==> config.mk <==
export PLATFORM = sky130hd
export DESIGN_NAME = bip_program_loader
export DESIGN_NICKNAME = d
export VERILOG_FILES = /design/src/rtl/bip_program_loader.sv
export SDC_FILE = /design/constraint.sdc
export NUM_CORES = 1
export LEC_CHECK = 0
export ABC_AREA = 1
export BUFFER_PORTS_ARGS = -buffer_cell sky130_fd_sc_hd__buf_4
export CORE_AREA = 5 5 89 91
export CTS_BUF_LIST = sky130_fd_sc_hd__clkbuf_4 sky130_fd_sc_hd__clkbuf_8
export CTS_CLUSTER_SIZE = 10
export DETAILED_ROUTE_END_ITERATION = 10
export DIE_AREA = 0 0 94 96
export SLEW_MARGIN = 10
export SYNTH_ARGS = -nofsm -noshare
export SYNTH_HDL_FRONTEND = slang
export SYNTH_SLANG_ARGS = --single-unit
==> constraint.sdc <==
create_clock -name i_clock -period 2.1 [get_ports i_clock]
set_input_delay 0.105 -clock i_clock [delete_from_list [all_inputs] [get_ports i_clock]]
set_output_delay 0.105 -clock i_clock [all_outputs]
set_load 0.03 [all_outputs]
==> src/rtl/bip_program_loader.sv <==
// Assembles a little-endian byte stream into 16-bit BIP instructions and writes them
// to consecutive program memory addresses until a Halt is written or memory fills.
module bip_program_loader #(
    parameter int NB_DATA            = 16,
    parameter int NB_BYTE            = 8,
    parameter int NB_OPCODE          = 5,
    parameter int N_ADDR             = 2048,
    parameter int LOG2_N_INSMEM_ADDR = 11
) (
    input  logic                            i_clock,
    input  logic                            i_reset,
    input  logic                            i_start,
    input  logic [NB_BYTE-1:0]              i_rx_data,
    input  logic                            i_rx_valid,
    output logic                            o_ready,
    output logic                            o_wr_en,
    output logic [LOG2_N_INSMEM_ADDR-1:0]   o_wr_addr,
    output logic [NB_DATA-1:0]              o_wr_data,
    output logic                            o_busy,
    output logic                            o_done,
    output logic                            o_error,
    output logic [LOG2_N_INSMEM_ADDR:0]     o_word_count
);

    localparam logic [LOG2_N_INSMEM_ADDR-1:0] LAST_ADDR = LOG2_N_INSMEM_ADDR'(N_ADDR - 1);

    typedef enum logic [2:0] {IDLE, WAIT_LO, WAIT_HI, WRITE, DONE} state_t;

    state_t                          state, state_next;
    logic [NB_BYTE-1:0]              lo_byte, lo_byte_next;
    logic [LOG2_N_INSMEM_ADDR-1:0]   addr, addr_next;
    logic                            ready_next, wr_en_next, busy_next, done_next, error_next;
    logic [LOG2_N_INSMEM_ADDR-1:0]   wr_addr_next;
    logic [NB_DATA-1:0]              wr_data_next;
    logic [LOG2_N_INSMEM_ADDR:0]     word_count_next;

    always_ff @(posedge i_clock) begin
        if (i_reset) begin
            state        <= IDLE;
            lo_byte      <= '0;
            addr         <= '0;
            o_ready      <= 1'b0;
            o_wr_en      <= 1'b0;
            o_wr_addr    <= '0;
            o_wr_data    <= '0;
            o_busy       <= 1'b0;
            o_done       <= 1'b0;
            o_error      <= 1'b0;
            o_word_count <= '0;
        end else begin
            state        <= state_next;
            lo_byte      <= lo_byte_next;
            addr         <= addr_next;
            o_ready      <= ready_next;
            o_wr_en      <= wr_en_next;
            o_wr_addr    <= wr_addr_next;
            o_wr_data    <= wr_data_next;
            o_busy       <= busy_next;
            o_done       <= done_next;
            o_error      <= error_next;
            o_word_count <= word_count_next;
        end
    end

    // Outputs are registered, so the status flags are derived from the next state.
    always_comb begin
        state_next      = state;
        lo_byte_next    = lo_byte;
        addr_next       = addr;
        wr_addr_next    = o_wr_addr;
        wr_data_next    = o_wr_data;
        done_next       = o_done;
        error_next      = o_error;
        word_count_next = o_word_count;

        case (state)
            IDLE, DONE: begin
                if (i_start) begin
                    addr_next       = '0;
                    word_count_next = '0;
                    done_next       = 1'b0;
                    error_next      = 1'b0;
                    state_next      = WAIT_LO;
                end
            end
            WAIT_LO: begin
                if (i_rx_valid) begin
                    lo_byte_next = i_rx_data;
                    state_next   = WAIT_HI;
                end
            end
            WAIT_HI: begin
                if (i_rx_valid) begin
                    wr_addr_next = addr;
                    wr_data_next = {i_rx_data, lo_byte};
                    state_next   = WRITE;
                end
            end
            WRITE: begin
                word_count_next = o_word_count + (LOG2_N_INSMEM_ADDR+1)'(1);
                if (o_wr_data[NB_DATA-1 -: NB_OPCODE] == '0) begin
                    done_next  = 1'b1;
                    error_next = 1'b0;
                    state_next = DONE;
                end else if (addr == LAST_ADDR) begin
                    done_next  = 1'b1;
                    error_next = 1'b1;
                    state_next = DONE;
                end else begin
                    addr_next  = addr + LOG2_N_INSMEM_ADDR'(1);
                    state_next = WAIT_LO;
                end
            end
            default: state_next = IDLE;
        endcase

        ready_next = (state_next == WAIT_LO) || (state_next == WAIT_HI);
        busy_next  = ready_next || (state_next == WRITE);
        wr_en_next = (state_next == WRITE);
    end

endmodule

==> results of run 1 <==
final timing paths:
| path | start | slack, ns | endpoint | cells after the start |
|---|---|---|---|---|
| setup / recovery | addr[0]$_SDFFE_PP0P_ | 0.48 | addr[5]$_SDFFE_PP0P_ | 9 |
| hold / removal | i_rx_data[0] | 0.01 | lo_byte[0]$_SDFFE_PP0P_ | 3 |
| setup reg to reg | addr[0]$_SDFFE_PP0P_ | 0.48 | addr[5]$_SDFFE_PP0P_ | 9 |
| hold reg to reg | lo_byte[2]$_SDFFE_PP0P_ | 0.48 | o_wr_data[2]$_SDFFE_PP0P_ | 2 |
registers in the layout, indices dropped and copies added (netlist names):
signal and count:
state 3, addr 11, o_word_count 12, o_done 1, o_wr_data 16, o_ready 1
o_wr_addr 11, o_wr_en 1, o_busy 1, o_error 1, lo_byte 8
repair_timing:
item | in CTS | in global routing
gates resized for setup | 0 | 0
hold buffers | 5 | 0
endpoints found under the hold margin | 7 | 0
worst max-delay path: cells and delay by family (launching register included):
kind / cells / cell delay (ns)
and+or+nand+nor: 7 / 0.68
AOI/OAI and AO/OA: 1 / 0.13
adders and majority gates: 1 / 0.29
DFF: 1 / 0.44
power breakdown:
group / switching, W / total, W / internal (W) / leakage [nW]
clock: 0.000476 / 0.00105 / 0.000569 / 0.0941
combinational: 0.000192 / 0.000291 / 0.0000991 / 0.891
sequential: 0.0000243 / 0.00132 / 0.00129 / 0.534
synth_stat cells (all sizes together):
cell type  count  area [sq um]
nor2          94           375
nand2         72           307
dfxtp         66          1320
o21ai         46           230
inv           32           123
a21oi         31           181
nand3         14          75.1
buf           11          61.3
nand4          7          50.1
nor3           7          35.0
xor2           4          35.0
clkbuf         2          7.51
ha             2          25.0
nor3b          2          15.0
o21bai         1          7.51
through the flow:
stage	instance area [sq um]	setup slack (ns)	instances	hold WS (ns)
detailed placement	3350	0.499	536	0.342
finish	3590	0.484	556	0.00954
floorplan	2850	0.621	391	0.240
global route	3590	0.327	556	0.00266
CTS	3590	0.492	556	0.00144
global placement	3350	0.554	536	0.339
cell usage in the layout (no fill, tap or decap), drive strengths merged:
| cell | count |
|---|---|
| clkinv | 2 |
| nor3 | 7 |
| nor3b | 2 |
| nor2 | 94 |
| dfxtp | 66 |
| ha | 2 |
| clkinvlp | 2 |
| buf | 59 |
| a21oi | 31 |
| o21ai | 46 |
| dlygate4sd3 | 5 |
| inv | 32 |
| clkbuf | 10 |
| nand4 | 7 |
| nand2 | 72 |
| xor2 | 4 |
| o21bai | 1 |
| nand3 | 14 |
| bufinv | 1 |
layout make-up:
type                    instances  area (sq um)  share of cell area
clock buffers                  10           138              0.0383
repair buffers                 64           493               0.137
flip-flops and latches         66          1320               0.368
clock inverters                 5          55.1              0.0153
inverters                      32           123              0.0342
well taps                      99           124              0.0345
multi-input cells             280          1340               0.372
kinds of logic after synthesis:
logic type | synth area share
AOI/OAI and AO/OA | 0.147
xor gates and xnor gates | 0.0123
adders and majority gates | 0.00878
buffers and inverters | 0.0672
DFF | 0.464
and+or+nand+nor | 0.301
metal layers:
layer,routed length (microns),global-route usage,part of all wire
met2,3060,0.253,0.44
met5,0,0,0
met4,104,0.0638,0.015
met1,3360,0.214,0.49
met3,357,0.0430,0.052
==> impl.org, run 1 <==
** Power and ir drop
- Power density over the cells :: approximately 740 nW/um^2
- Total power of the final layout :: roughly 0.0027 W
- Summed over all cells, the static leakage comes to approximately 1.5 nW.
- IR Drop Worst-Case VDD :: between 0.3 and 0.4 mV

** Floorplanning
- 56 I/O pins were placed.
- In this run the core area contains 31 standard-cell rows.
- Total Die Area :: ~9000 sq um
- The floorplan step set the die width to 94 microns.
- Die H :: 96 microns
- For this configuration, the core starts out at a cell density of 0.404.
- The core region is just over 7000 sq um.

** Layout
- The final layout contains roughly 470 nets.
- Filler cell count :: between 700 and 800
- The number of antenna diodes in the final layout is 0.
- In the final layout, the share of cells above drive strength 1 is 0.217.
- Final core occ :: 0.509
- Area growth, synth to finish :: 26.0%

** Global routing
- Number of global-route vias before repair :: between 2,000 and 2,500
- Pin count of the biggest net entering global routing :: 36
- Total overflow reported by the global router :: 0
- The first global-routing pass estimated 11.5 mm of wire.
- Tot GR Track Use :: 0.162
- Antenna violations before repair :: 0

** Place
- HPWL Detailed :: approximately 4.9 mm
- Total of buffers placed on input and output ports :: 55
- At the end of routability-driven placement, the weighted congestion stood at between 0.8 and 0.9.

** Clocking
- Clock latency on the worst-skew pair, taken at its later pin, is approximately 0.34 ns.
- Max H-tree Level :: 3
- Number of post-CTS setup repair buffers :: 0
- CTS max path bufs :: 2
- CTS placed an instance of sky130_fd_sc_hd__clkbuf_8 at the clock tree root.
- TritonCTS clock tree :: built
- Number of clock buffers inserted by TritonCTS :: 9
- # clock sinks :: 66
- Clock-pin slew on the worst setup and hold paths :: 0.07 ns

** Timing
- Final clock period utilization by the worst path :: 0.770
- Count of final hold-check violations :: 0
- Skew final :: between 0.008 and 0.009 ns
- Summed over all failing endpoints, the final setup total negative slack is 0 ns.
- Final number of setup-violating endpoints :: 0
- Transition at the pin with the smallest max-transition slack :: 0.701 ns
- Setup repair after global routing left no endpoint under its margin.
- Final min period :: between 1.5 and 2 ns
- Max-slew headroom :: 0.532
- Fmax achieved :: between 600 and 700 MHz
- Final slew viol count :: 0

** Logic synthesis
- Dividing the synthesized area by the synthesized cell count gives 7.29 sq um.
- Sequential area share after synthesis :: 0.464
- Counting distinct cell types in the post-synthesis netlist gives 29.
- Number of instances in the synthesized netlist :: between 300 and 400
- Synthesized netlist net count :: approximately 400
- After synthesis the netlist holds a flip-flop and latch count of 66.
- The cell area that synthesis handed to floorplanning was 2850 sq um.
- Number of synthesis warnings :: 0

** Routing
- DRC :: 0
- Final routed wirelength across all metal layers :: roughly 7 mm
- Average wire per cell in the routed design :: ~12 microns
- Per-cell via count in the routed design :: approximately 4.7
- Vias :: approximately 2,600
- The detailed router finished its first iteration with slightly below 100 violations.
- Antenna-violating nets left :: 0
- The first TritonRoute pass finished after 4 iterations.

** Worst setup path
- Crit path DAT :: 1.89 ns
- Most repeated library cell on the critical path :: sky130_fd_sc_hd__nand2_4
- Of all nets on the critical path, the largest fanout is 10.
- Largest incremental delay on the critical path :: 0.44 ns
- Category of the critical setup timing path :: register to register
- Crit-path cells :: ha_1 > nand2_2 > nor2_4 > nand3_2 > nand2_4 > nand2_4 > nand2_8 > nand2_1 > a21oi_2
- On the critical path, the stage with the largest delay is an instance of sky130_fd_sc_hd__dfxtp_1.
- Data required, critical path :: approximately 2.4 ns
- STA classifies the critical path startpoint as a register.
- The worst setup path is captured at a register.

** Min path
- The path class of the tightest hold or removal check is primary input to register.

** Outcome
- Result of the run :: finished clean

** Job
- Max cap viols :: 0
Note: power is estimated with default switching activity, not from simulation.
==> run 2: changes to the inputs <==
==> constraint.sdc (replaced) <==
create_clock -name i_clock -period 1.5 [get_ports i_clock]
set_input_delay 0.075 -clock i_clock [delete_from_list [all_inputs] [get_ports i_clock]]
set_output_delay 0.075 -clock i_clock [all_outputs]
set_load 0.03 [all_outputs]
==> impl.org, run 2 (synthesis gave the netlist of run 1 again) <==
** Outcome
- The flow ran to the end, and the final reports show no timing, DRC or antenna violations.

** Timing
- Timing would allow up to roughly 700 MHz.
- The number of endpoints with negative hold slack in the final report came to 0.
- Final clock period utilization by the worst path :: 0.961
- Final min period :: 1.44 ns
- Max-slew headroom :: 0.791
- Setup repair after global routing could not meet its margin everywhere.
- Skew final :: 0.00955 ns
- Final slew viol count :: 0
- Transition at the pin with the smallest max-transition slack :: around 0.31 ns
- Final number of setup-violating endpoints :: 0

** Clocking
- Max H-tree Level :: 3
- Counting every sink on the clock net gives 66.
- Skew-Pair Late Insertion Delay :: between 0.3 and 0.4 ns
- Clock-pin slew was measured on the worst setup and hold paths at roughly 0.07 ns.
- Clock tree synthesis selected as its root buffer the cell sky130_fd_sc_hd__clkbuf_8.
- TritonCTS built the clock tree.
- Counting the buffers created by CTS gives 9.
- CTS max path bufs :: 2

** Power and ir drop
- For this design the static power due to leakage is 1.64 nW.
- IR Drop Worst-Case VDD :: 0.564 mV
- Power density over the cells :: 998 nW/um^2

** Layout
- Most frequent standard cell in the layout excluding fill and tap cells :: sky130_fd_sc_hd__nor2_1
- The number of antenna diodes in the final layout is 0.
- Area growth, synth to finish :: 33.9%
- Fraction of layout cells with a size suffix above 1 :: 0.262
- Filler cell count :: 695
- Regs by FF count :: o_wr_data x16, o_word_count x12
- Sequential cell area in the final layout :: around 1300 sq um
- Excluding fillers, the count of instances in the completed layout stands at between 500 and 600.
- Area used by multi-input combinational logic :: ~1400 sq um
- Register ranked first by flip-flop count :: o_wr_data
- Final core occ :: 0.541
- Post-layout nets :: 487
- In the layout the commonest cells are 87 x sky130_fd_sc_hd__nor2_1, 72 x sky130_fd_sc_hd__buf_4, 66 x sky130_fd_sc_hd__nand2_1.
- The register with the most flip-flops in the layout has 16 of them.

** Global routing
- Tot GR Track Use :: 0.172
- Pin count of the biggest net entering global routing :: 38
- The total overflow left after global routing is 0.
- Number of global-route vias before repair :: about 2,600
- The initial antenna violation count is 0.
- The first global-routing pass estimated 12.2 mm of wire.

** Min path
- Type of the most critical hold path :: primary input to register

** Routing
- Vias :: between 2,000 and 3,000
- Per-cell via count in the routed design :: roughly 4.7
- Number of DRC violations after detailed-routing iteration 0 :: 98
- In this run the remaining antenna-violating nets after routing total 0.
- Number of detailed-route iterations in the first pass :: 4
- Average wire per cell in the routed design :: 12.7 microns
- Final routed wirelength across all metal layers :: around 7.3 mm
- DRC :: 0

** Floorplanning
- The floorplan step defined a die boundary enclosing 9020 sq um.
- Core footprint :: just over 7000 sq um
- Row generation in the floorplan step produced 31 rows.
- Initial core utilization :: 0.404
- Pin placement for this block handled 56 I/O pins.
- In this run the vertical extent of the chip is ~96 microns.
- Measured along the x axis, the die boundary spans approximately 94 microns.

** Worst setup path
- The worst setup path is launched from a register.
- Crit path DAT :: between 1.5 and 2 ns
- The critical path is of the register to register type.
- The worst setup path is captured at a register.
- For the worst setup path, the data required time is approximately 1.8 ns.
- Of all nets on the critical path, the largest fanout is 6.

** Place
- Detailed placement ended at an HPWL of roughly 5 mm.
- In this run, placement finished with an instance count of about 550.
- The congestion estimate from routability-driven global placement came to roughly 0.8.
- Total of buffers placed on input and output ports :: 55

** Job
- Across the run, the number of max-cap violations was 0.
run 2: area by class of cell:
cell class | instances | share of cell area
clock inverters | 6 | 0.0174
well taps | 99 | 0.0325
flip-flops and latches | 66 | 0.348
clock buffers | 10 | 0.0361
repair inverters | 1 | 0.00197
inverters | 32 | 0.0338
repair buffers | 83 | 0.172
multi-input cells | 280 | 0.359
run 2: what timing repair did:
action,4_1_cts,5_1_grt
hold buffers,9,0
setup endpoints to repair,0,39
setup buffers,0,4
resized for setup,0,17
hold endpoints to repair,17,0
run 2: final timing paths:
| path | from | end | slack [ns] | depth (start not counted) |
|---|---|---|---|---|
| setup / recovery | addr[0]$_SDFFE_PP0P_ | addr[7]$_SDFFE_PP0P_ | 0.06 | 9 |
| hold reg to reg | o_done$_SDFFE_PP0P_ | o_done$_SDFFE_PP0P_ | 0.47 | 2 |
| hold / removal | i_reset | o_error$_SDFFE_PP0P_ | 0.07 | 4 |
| setup reg to reg | addr[0]$_SDFFE_PP0P_ | addr[7]$_SDFFE_PP0P_ | 0.06 | 9 |
run 2: through the flow:
| stage | TNS, ns | total power, W | hold WS [ns] | setup slack [ns] | instance area, sq um |
|---|---|---|---|---|---|
| 3_5_place_dp | 0 | 0.00230 | 0.319 | 0.0314 | 3430 |
| 6_report | 0 | 0.00381 | 0.0713 | 0.0580 | 3820 |
| 5_1_grt | -0.610 | 0.00398 | 0.103 | -0.0610 | 3820 |
| 2_1_floorplan | 0 | 0.00215 | 0.210 | 0.0205 | 2850 |
| 4_1_cts | 0 | 0.00382 | 0.0771 | 0.0151 | 3720 |
| 3_3_place_gp | 0 | 0.00230 | 0.311 | 0.0504 | 3430 |
run 2: report_power, final:
| part | switching (W) | leakage (nW) | internal (W) |
|---|---|---|---|
| Clock | 0.000698 | 0.106 | 0.000815 |
| Sequential | 0.0000332 | 0.537 | 0.00181 |
| Combinational | 0.000287 | 1.00 | 0.000167 |
run 2: metal layers:
| metal | GRT usage | wire length [microns] | vias up |
|---|---|---|---|
| met4 | 0.0650 | 97 | 0 |
| met3 | 0.0367 | 294 | 8 |
| met5 | 0 | 0 | - |
| li1 | - | - | 1425 |
| met1 | 0.221 | 3550 | 1227 |
| met2 | 0.283 | 3380 | 48 |
run 2: critical path, cell delays in order, from the launching register on:
cell and delay, ns:
sky130_fd_sc_hd__dfxtp_2 0.34, sky130_fd_sc_hd__ha_4 0.17, sky130_fd_sc_hd__nand2_4 0.07, sky130_fd_sc_hd__nor2_4 0.04, sky130_fd_sc_hd__nand3_2 0.08, sky130_fd_sc_hd__nand2_4 0.08, sky130_fd_sc_hd__buf_6 0.12, sky130_fd_sc_hd__a21oi_4 0.24
sky130_fd_sc_hd__nand2_1 0.10, sky130_fd_sc_hd__a21oi_2 0.13
